## config.mk

```make
export PLATFORM = sky130hd
export DESIGN_NAME = sram_bus_arbiter
export DESIGN_NICKNAME = d
export VERILOG_FILES = /design/src/rtl/sram_bus_arbiter_pkg.sv /design/src/rtl/sram_bus_arbiter.sv
export SDC_FILE = /design/constraint.sdc
export NUM_CORES = 1
export LEC_CHECK = 0
export ABC_AREA = 1
export CORE_MARGIN = 3
export CORE_UTILIZATION = 25
export DETAILED_ROUTE_END_ITERATION = 8
export PLACE_DENSITY_LB_ADDON = 0.12
export SYNTH_ARGS = -nofsm -noshare
export SYNTH_HDL_FRONTEND = slang
export SYNTH_SLANG_ARGS = --single-unit
```

## constraint.sdc

```tcl
create_clock -name clk -period 1.9 [get_ports clk]
set_clock_uncertainty 0.05 [all_clocks]
set_input_delay 0.57 -clock clk [delete_from_list [all_inputs] [get_ports clk]]
set_output_delay 0.57 -clock clk [all_outputs]
set_load 0.02 [all_outputs]
```

## src/rtl/sram_bus_arbiter_pkg.sv

```systemverilog
// sram_bus_arbiter_pkg: shared codes for the SRAM bus arbiter
//   MEM_* size codes, FSM state encoding, owner encoding and the grant picker.
package sram_bus_arbiter_pkg;

    localparam logic [1:0] MEM_BYTE     = 2'b00;
    localparam logic [1:0] MEM_HALFWORD = 2'b01;
    localparam logic [1:0] MEM_WORD     = 2'b10;

    typedef enum logic [1:0] {
        S_IDLE = 2'd0,
        S_REQ  = 2'd1,
        S_WAIT = 2'd2
    } state_e;

    typedef enum logic {
        OWN_INST = 1'b0,
        OWN_DATA = 1'b1
    } owner_e;

    // Data wins a tie unless rotation is enabled, in which case the tie
    // goes to whoever was not granted last.
    function automatic owner_e arb_pick(input logic inst_req, input logic data_req,
                                        input logic rr_en, input owner_e rr_last);
        if (inst_req && data_req && rr_en)
            return (rr_last == OWN_INST) ? OWN_DATA : OWN_INST;
        return data_req ? OWN_DATA : OWN_INST;
    endfunction

endpackage

```

## src/rtl/sram_bus_arbiter.sv

```systemverilog
// sram_bus_arbiter: shares one SRAM-like memory port between fetch and load/store
//   clk, resetn              : clock, asynchronous active-low reset
//   inst_req/inst_addr       : fetch request (level, held until inst_addr_ok)
//   inst_addr_ok/inst_data_ok: fetch accept / data-return pulses
//   data_req/wr/size/wstrb/addr/wdata : load/store request (level)
//   data_addr_ok/data_data_ok: load/store accept / completion pulses
//   rdata                    : return data, valid with either *_data_ok
//   mem_req/wr/size/wstrb/addr/wdata  : registered request to the memory port
//   mem_addr_ok/data_ok/rdata: memory port handshake and read data
//   Macro ARB_ROUND_ROBIN_EN : alternate grants on a tie instead of data priority.
module sram_bus_arbiter
    import sram_bus_arbiter_pkg::*;
#(
    parameter int ADDR_W = 32,
    parameter int DATA_W = 32
) (
    input  logic              clk,
    input  logic              resetn,
    input  logic              inst_req,
    input  logic [ADDR_W-1:0] inst_addr,
    output logic              inst_addr_ok,
    output logic              inst_data_ok,
    input  logic              data_req,
    input  logic              data_wr,
    input  logic [1:0]        data_size,
    input  logic [3:0]        data_wstrb,
    input  logic [ADDR_W-1:0] data_addr,
    input  logic [DATA_W-1:0] data_wdata,
    output logic              data_addr_ok,
    output logic              data_data_ok,
    output logic [DATA_W-1:0] rdata,
    output logic              mem_req,
    output logic              mem_wr,
    output logic [1:0]        mem_size,
    output logic [3:0]        mem_wstrb,
    output logic [ADDR_W-1:0] mem_addr,
    output logic [DATA_W-1:0] mem_wdata,
    input  logic              mem_addr_ok,
    input  logic              mem_data_ok,
    input  logic [DATA_W-1:0] mem_rdata
);

    state_e            state_q, state_d;
    owner_e            owner_q, owner_d, pick;
    logic              wr_q, wr_d;
    logic [1:0]        size_q, size_d;
    logic [3:0]        wstrb_q, wstrb_d;
    logic [ADDR_W-1:0] addr_q, addr_d;
    logic [DATA_W-1:0] wdata_q, wdata_d;
    logic              any_req, addr_hs, data_hs;

    assign any_req = inst_req | data_req;
    assign addr_hs = (state_q == S_REQ) && mem_addr_ok;
    // mem_data_ok only counts in WAIT, so spurious responses never pulse.
    assign data_hs = (state_q == S_WAIT) && mem_data_ok;

`ifdef ARB_ROUND_ROBIN_EN
    owner_e rr_last_q;

    assign pick = arb_pick(inst_req, data_req, 1'b1, rr_last_q);

    always_ff @(posedge clk or negedge resetn) begin
        if (!resetn)
            rr_last_q <= OWN_INST;
        else if (state_q == S_IDLE && any_req)
            rr_last_q <= pick;
    end
`else
    assign pick = arb_pick(inst_req, data_req, 1'b0, OWN_INST);
`endif

    always_comb begin
        state_d = state_q;
        owner_d = owner_q;
        wr_d    = wr_q;
        size_d  = size_q;
        wstrb_d = wstrb_q;
        addr_d  = addr_q;
        wdata_d = wdata_q;
        case (state_q)
            S_IDLE: if (any_req) begin
                state_d = S_REQ;
                owner_d = pick;
                // Fetches are always plain word reads regardless of the data bus.
                wr_d    = (pick == OWN_DATA) ? data_wr    : 1'b0;
                size_d  = (pick == OWN_DATA) ? data_size  : MEM_WORD;
                wstrb_d = (pick == OWN_DATA) ? data_wstrb : 4'b0000;
                addr_d  = (pick == OWN_DATA) ? data_addr  : inst_addr;
                wdata_d = (pick == OWN_DATA) ? data_wdata : '0;
            end
            S_REQ:   state_d = mem_addr_ok ? S_WAIT : S_REQ;
            S_WAIT:  state_d = mem_data_ok ? S_IDLE : S_WAIT;
            default: state_d = S_IDLE;
        endcase
    end

    always_ff @(posedge clk or negedge resetn) begin
        if (!resetn) begin
            state_q <= S_IDLE;
            owner_q <= OWN_INST;
            wr_q    <= 1'b0;
            size_q  <= 2'b00;
            wstrb_q <= 4'b0000;
            addr_q  <= '0;
            wdata_q <= '0;
        end else begin
            state_q <= state_d;
            owner_q <= owner_d;
            wr_q    <= wr_d;
            size_q  <= size_d;
            wstrb_q <= wstrb_d;
            addr_q  <= addr_d;
            wdata_q <= wdata_d;
        end
    end

    assign mem_req      = state_q == S_REQ;
    assign mem_wr       = wr_q;
    assign mem_size     = size_q;
    assign mem_wstrb    = wstrb_q;
    assign mem_addr     = addr_q;
    assign mem_wdata    = wdata_q;
    assign inst_addr_ok = addr_hs && (owner_q == OWN_INST);
    assign data_addr_ok = addr_hs && (owner_q == OWN_DATA);
    assign inst_data_ok = data_hs && (owner_q == OWN_INST);
    assign data_data_ok = data_hs && (owner_q == OWN_DATA);
    assign rdata        = data_hs ? mem_rdata : '0;

endmodule
```

Word level (Yosys, flattened, before mapping)
Cells that the tools add are included.
{ "classes": {"n_addsub": 0, "n_mul": 0, "n_div": 0, "n_lt_le_gt_ge": 0, "eq_ne": 3, "shift": 0, "muxes": 11, "bitwise_logic": 2, "n_reduce_logical": 8} }
{ "op_table": {"columns": ["cell", "n"], "rows": [
  ["$mux 32", 3],
  ["$mux 2", 4],
  ["$logic_and 1x1->1", 6],
  ["$pmux 2 s3", 1],
  ["$mux 4", 1],
  ["$eq 2x1->1 const B", 1],
  ["$eq 2x2->1 const B", 1],
  ["$logic_not 2->1", 1],
  ["$mux 1", 2],
  ["$ne 2x2->1 const B", 1],
  ["$reduce_and 2->1", 1],
  ["$not 1->1", 1],
  ["$or 1x1->1", 1]
]} }
{ "word_totals": {"register_bits": 74, "latchBits": 0, "mem_bits_rw": 0, "mem_bits_ro": 0, "inputBits": 141, "out_inout_bits": 108, "elab_cells": 31, "mem_count": 0} }

Logic depth before layout (Yosys ltp)
{ "depth": {"ltp_word": 3, "ltp_mapped": 6, "depth_no_buf": 5} }

Worst setup path before layout
Ideal clock, no wire load.
{ "synth_timing": {"path_type": "reg-to-output", "from": "register state_q[1]", "to": "output port data_addr_ok", "arrival_time_ps": 1235, "required_ps": 1280, "path_slack_ps": 45, "path_stages_with_launch": 4, "n_path_buf": 0, "path_cell_list": "dfrtp_1 nor2_1 nand2_1 nor2_1"} }
{ "synth_via": {"elab_chain_cells": 3} }
{ "synth_rtl": {"columns": ["element", "line_no", "rtl"], "rows": [
  ["from (decl)", "sram_bus_arbiter.sv:43", "state_e state_q, state_d;"],
  ["from (signal assigned)", "sram_bus_arbiter.sv:107", "state_q <= state_d;"],
  ["$eq 2x1->1", null, null],
  ["via mem_req", "sram_bus_arbiter.sv:32", "output logic mem_req,"],
  ["$logic_and 1x1->1", "sram_bus_arbiter.sv:53", "assign addr_hs = (state_q == S_REQ) && mem_addr_ok;"],
  ["$logic_and 1x1->1", "sram_bus_arbiter.sv:124", "assign data_addr_ok = addr_hs && (owner_q == OWN_DATA);"],
  ["to (decl)", "sram_bus_arbiter.sv:29", "output logic data_addr_ok,"]
]} }
The timed path passes the listed nets, and every way through them passes these cells.

Worst setup path after layout
{ "layout_timing": {"from": "register state_q[0]", "to": "output port rdata[7]"} }
{ "layout_via": {"elab_chain_cells": 3} }
{ "layout_rtl": {"columns": ["element", "line_no", "rtl"], "rows": [
  ["$eq 2x2->1", "sram_bus_arbiter.sv:55", "assign data_hs = (state_q == S_WAIT) && mem_data_ok;"],
  ["$logic_and 1x1->1", "sram_bus_arbiter.sv:55", null],
  ["$mux 32", "sram_bus_arbiter.sv:127", "assign rdata = data_hs ? mem_rdata : '0;"],
  ["to (decl)", "sram_bus_arbiter.sv:31", "output logic [DATA_W-1:0] rdata,"]
]} }
Every way passes these cells.

==> qor.txt <==
Outcome = finished with violations
Failing checks = negative setup slack
Mapped Cells = 502
Layout fillers = 1380
Fin worst setup slack = -81.1 ps
Most numerous cell in the Yosys netlist = nand2_1
Place WS = -839 ps
Full die area = 15700 um^2
DRT Pass-1 Iters = 4
Initial antenna violation count = 1
Maximum VDD drop = 0.502 mV
Final worst path period need = 1980 ps
Largest net degree at the start of global routing = 75
Maximum clock path buffer count = 2
Overall power = 8.80 mW
Cell variety after synth = 12
Synth area leader = dfrtp_1
Min-Delay Path Class = in2async
Slew headroom = 0.678
Post-synthesis sequential area ratio = 0.521
Worst path max stage delay = 390 ps
Crit-path cells = inv_2, nand3_4, buf_12, nor2_1, buf_4
Antenna diodes = 0
CTS Root Cell = clkbuf_16
Wire length on met3 = 1.20 mm
Final #Nets = 890
Asr flop ratio synth = 1.00
Worst Path Buf+Inv = 3
Port Buffer Count = 248
Hold_buf cts = 0
CTS tree = done
Die height = 125 um
First-pass GRT wire length = 20.6 mm
Total gr overflow = 0
PD cells = 1340 nW/um^2
Worst skew pair latency = 320 ps
WL met1 = 4.90 mm
Pleak = 3.61 nW
Fin. max-slew vios = 0
CP top delay family = buffers and inverters
Clock sinks = 74
Post-synth EDFFs = 0
I/O pin count = 249
Worst Path Max Fanout = 17
DR iter-0 viols = 114
Final ANT Viol Nets = 0
Ys flop type = dfrtp_1
Placeable Area = 13600 um^2
Setup violators final = 37
Starting density of the core = 0.262
Vias in the first global route = 3961
Count of state elements after synthesis = 74
DR WL met2 = 6.52 mm
Final hold violations = 0
Routability Congestion = 0.907
CP Capture Type = primary output
Die Wd = 125 um
Final WL = 12.8 mm
Slowest-stage cell, CP = dfrtp_1
RSZ-0062 raised after global routing = true
Measured slew at the worst slew-check pin = 483 ps
Cell Area, Synth = 3550 um^2
Max Freq = 505 MHz
TNS Setup = -2070 ps
WP data required = 1280 ps
Synth Warn # = 0
Total GRT Usage = 0.161
Synth area leaders = dfrtp_1 52%, nand2_1 29%, nand3_1 5.6%, inv_1 4.0%, nor2_1 4.0%
Top-area cell type share of the netlist area = 0.521
Via count = 3988
WL per Instance = 13.8 um
Max_cap viols = 0
Worst R2R Path Depth = 5
WP data arrival = 1360 ps
Startpoint types = flop
Crit Path Category = reg2out
Vias/cell = 4.30
Synth top cells by count = 278 x nand2_1, 74 x dfrtp_1, 40 x nand3_1, 38 x inv_1, 38 x nor2_1
Syn nets = 643
Avg Inst Size Synth = 7.08 um^2
Area Overhead vs Synth = 84.6%
Tcrit/Tclk final = 1.04
H-tree depth = 3
Cts bufs inserted = 9
Uppermost layer routed = met5
# DRC = 0
Clk pin slew, worst setup/hold paths = 50 ps
Number of placement rows = 42
Hpwl dp = 9.69 mm
Share of layout cells above drive strength 1 = 0.128
CP Depth = 5
-- stage by stage --
stage | cells | hold slack [ps] | cell area [um^2] | utilization
3_3_place_gp | 912 | 406 | 6280 | 0.463
2_1_floorplan | 502 | 224 | 3550 | -
4_1_cts | 928 | 220 | 6500 | 0.480
6_report | 928 | 203 | 6560 | 0.484
3_5_place_dp | 912 | 408 | 6280 | 0.463
5_1_grt | 928 | 232 | 6560 | 0.484
-- routing by layer --
| layer | vias up | GRT usage |
|---|---|---|
| met3 | 14 | 0.0580 |
| met5 | - | 0 |
| li1 | 1990 | - |
| met4 | 2 | 0.0415 |
| met2 | 173 | 0.295 |
| met1 | 1809 | 0.178 |
-- sequential cells by signal, indices dropped and copies added, names as in the netlist --
signal,cells
mem_addr,32
state_q,2
mem_size,2
mem_wstrb,4
mem_wr,1
owner_q,1
mem_wdata,32
-- final timing paths --
check,start,end,slack (ps)
setup / recovery,state_q[0],rdata[7],-80
hold / removal,resetn,mem_addr[1],200
setup reg to reg,state_q[1],mem_wdata[6],420
hold reg to reg,mem_wdata[29],mem_wdata[29],410
max in group asynchronous,resetn,mem_wdata[25],1280
min in group clk,mem_wdata[29],mem_wdata[29],410
-- power breakdown --
| group | internal, mW | total [mW] | switching (mW) |
|---|---|---|---|
| logic | 1.70 | 4.32 | 2.63 |
| registers | 2.28 | 2.63 | 0.354 |
| clock network | 1.24 | 1.85 | 0.603 |
-- cell families after synthesis --
| logic type | share of synthesized area |
|---|---|
| AND/OR/NAND/NOR | 0.396 |
| AO/OA/AOI/OAI | 0.00282 |
| buffers and inverters | 0.0803 |
| flip-flops | 0.521 |
-- placed cells by master (no fill, tap or decap), types with 2 or more instances in the layout --
master	instances
dlygate4sd2_1	72
nand2_2	2
clkdlybuf4s15_2	2
inv_2	2
clkdlybuf4s50_1	136
o21ai_0	2
buf_12	5
dfrtp_1	74
clkbuf_16	9
inv_1	37
bufinv_16	2
nor2_1	19
buf_6	10
nor2_2	21
clkbuf_8	3
nand3_1	39
buf_2	2
buf_4	36
nand2_1	277
-- cell type report --
class                   instances  area [um^2]  area share
inverters                      39          146      0.0223
repair buffers                264         2530       0.387
flip-flops and latches         74         1850       0.282
clock inverters                 2         60.1     0.00916
well taps                     176          220      0.0336
clock buffers                  12          267      0.0406
multi-input cells             361         1480       0.225
-- repair_timing --
item,CTS,global route
resized for setup,274,17
pin swaps,2,0
endpoints found under the setup margin,108,37
setup buffers,1,0
gates cloned,1,0
-- worst reg2reg max path, stage by stage (launching register included) --
cell     delay, ps
dfrtp_1        420
buf_4          170
nor2_2         130
buf_4          390
nand3_1        170
nand2_1        100
(Power assumes the default switching activity.)
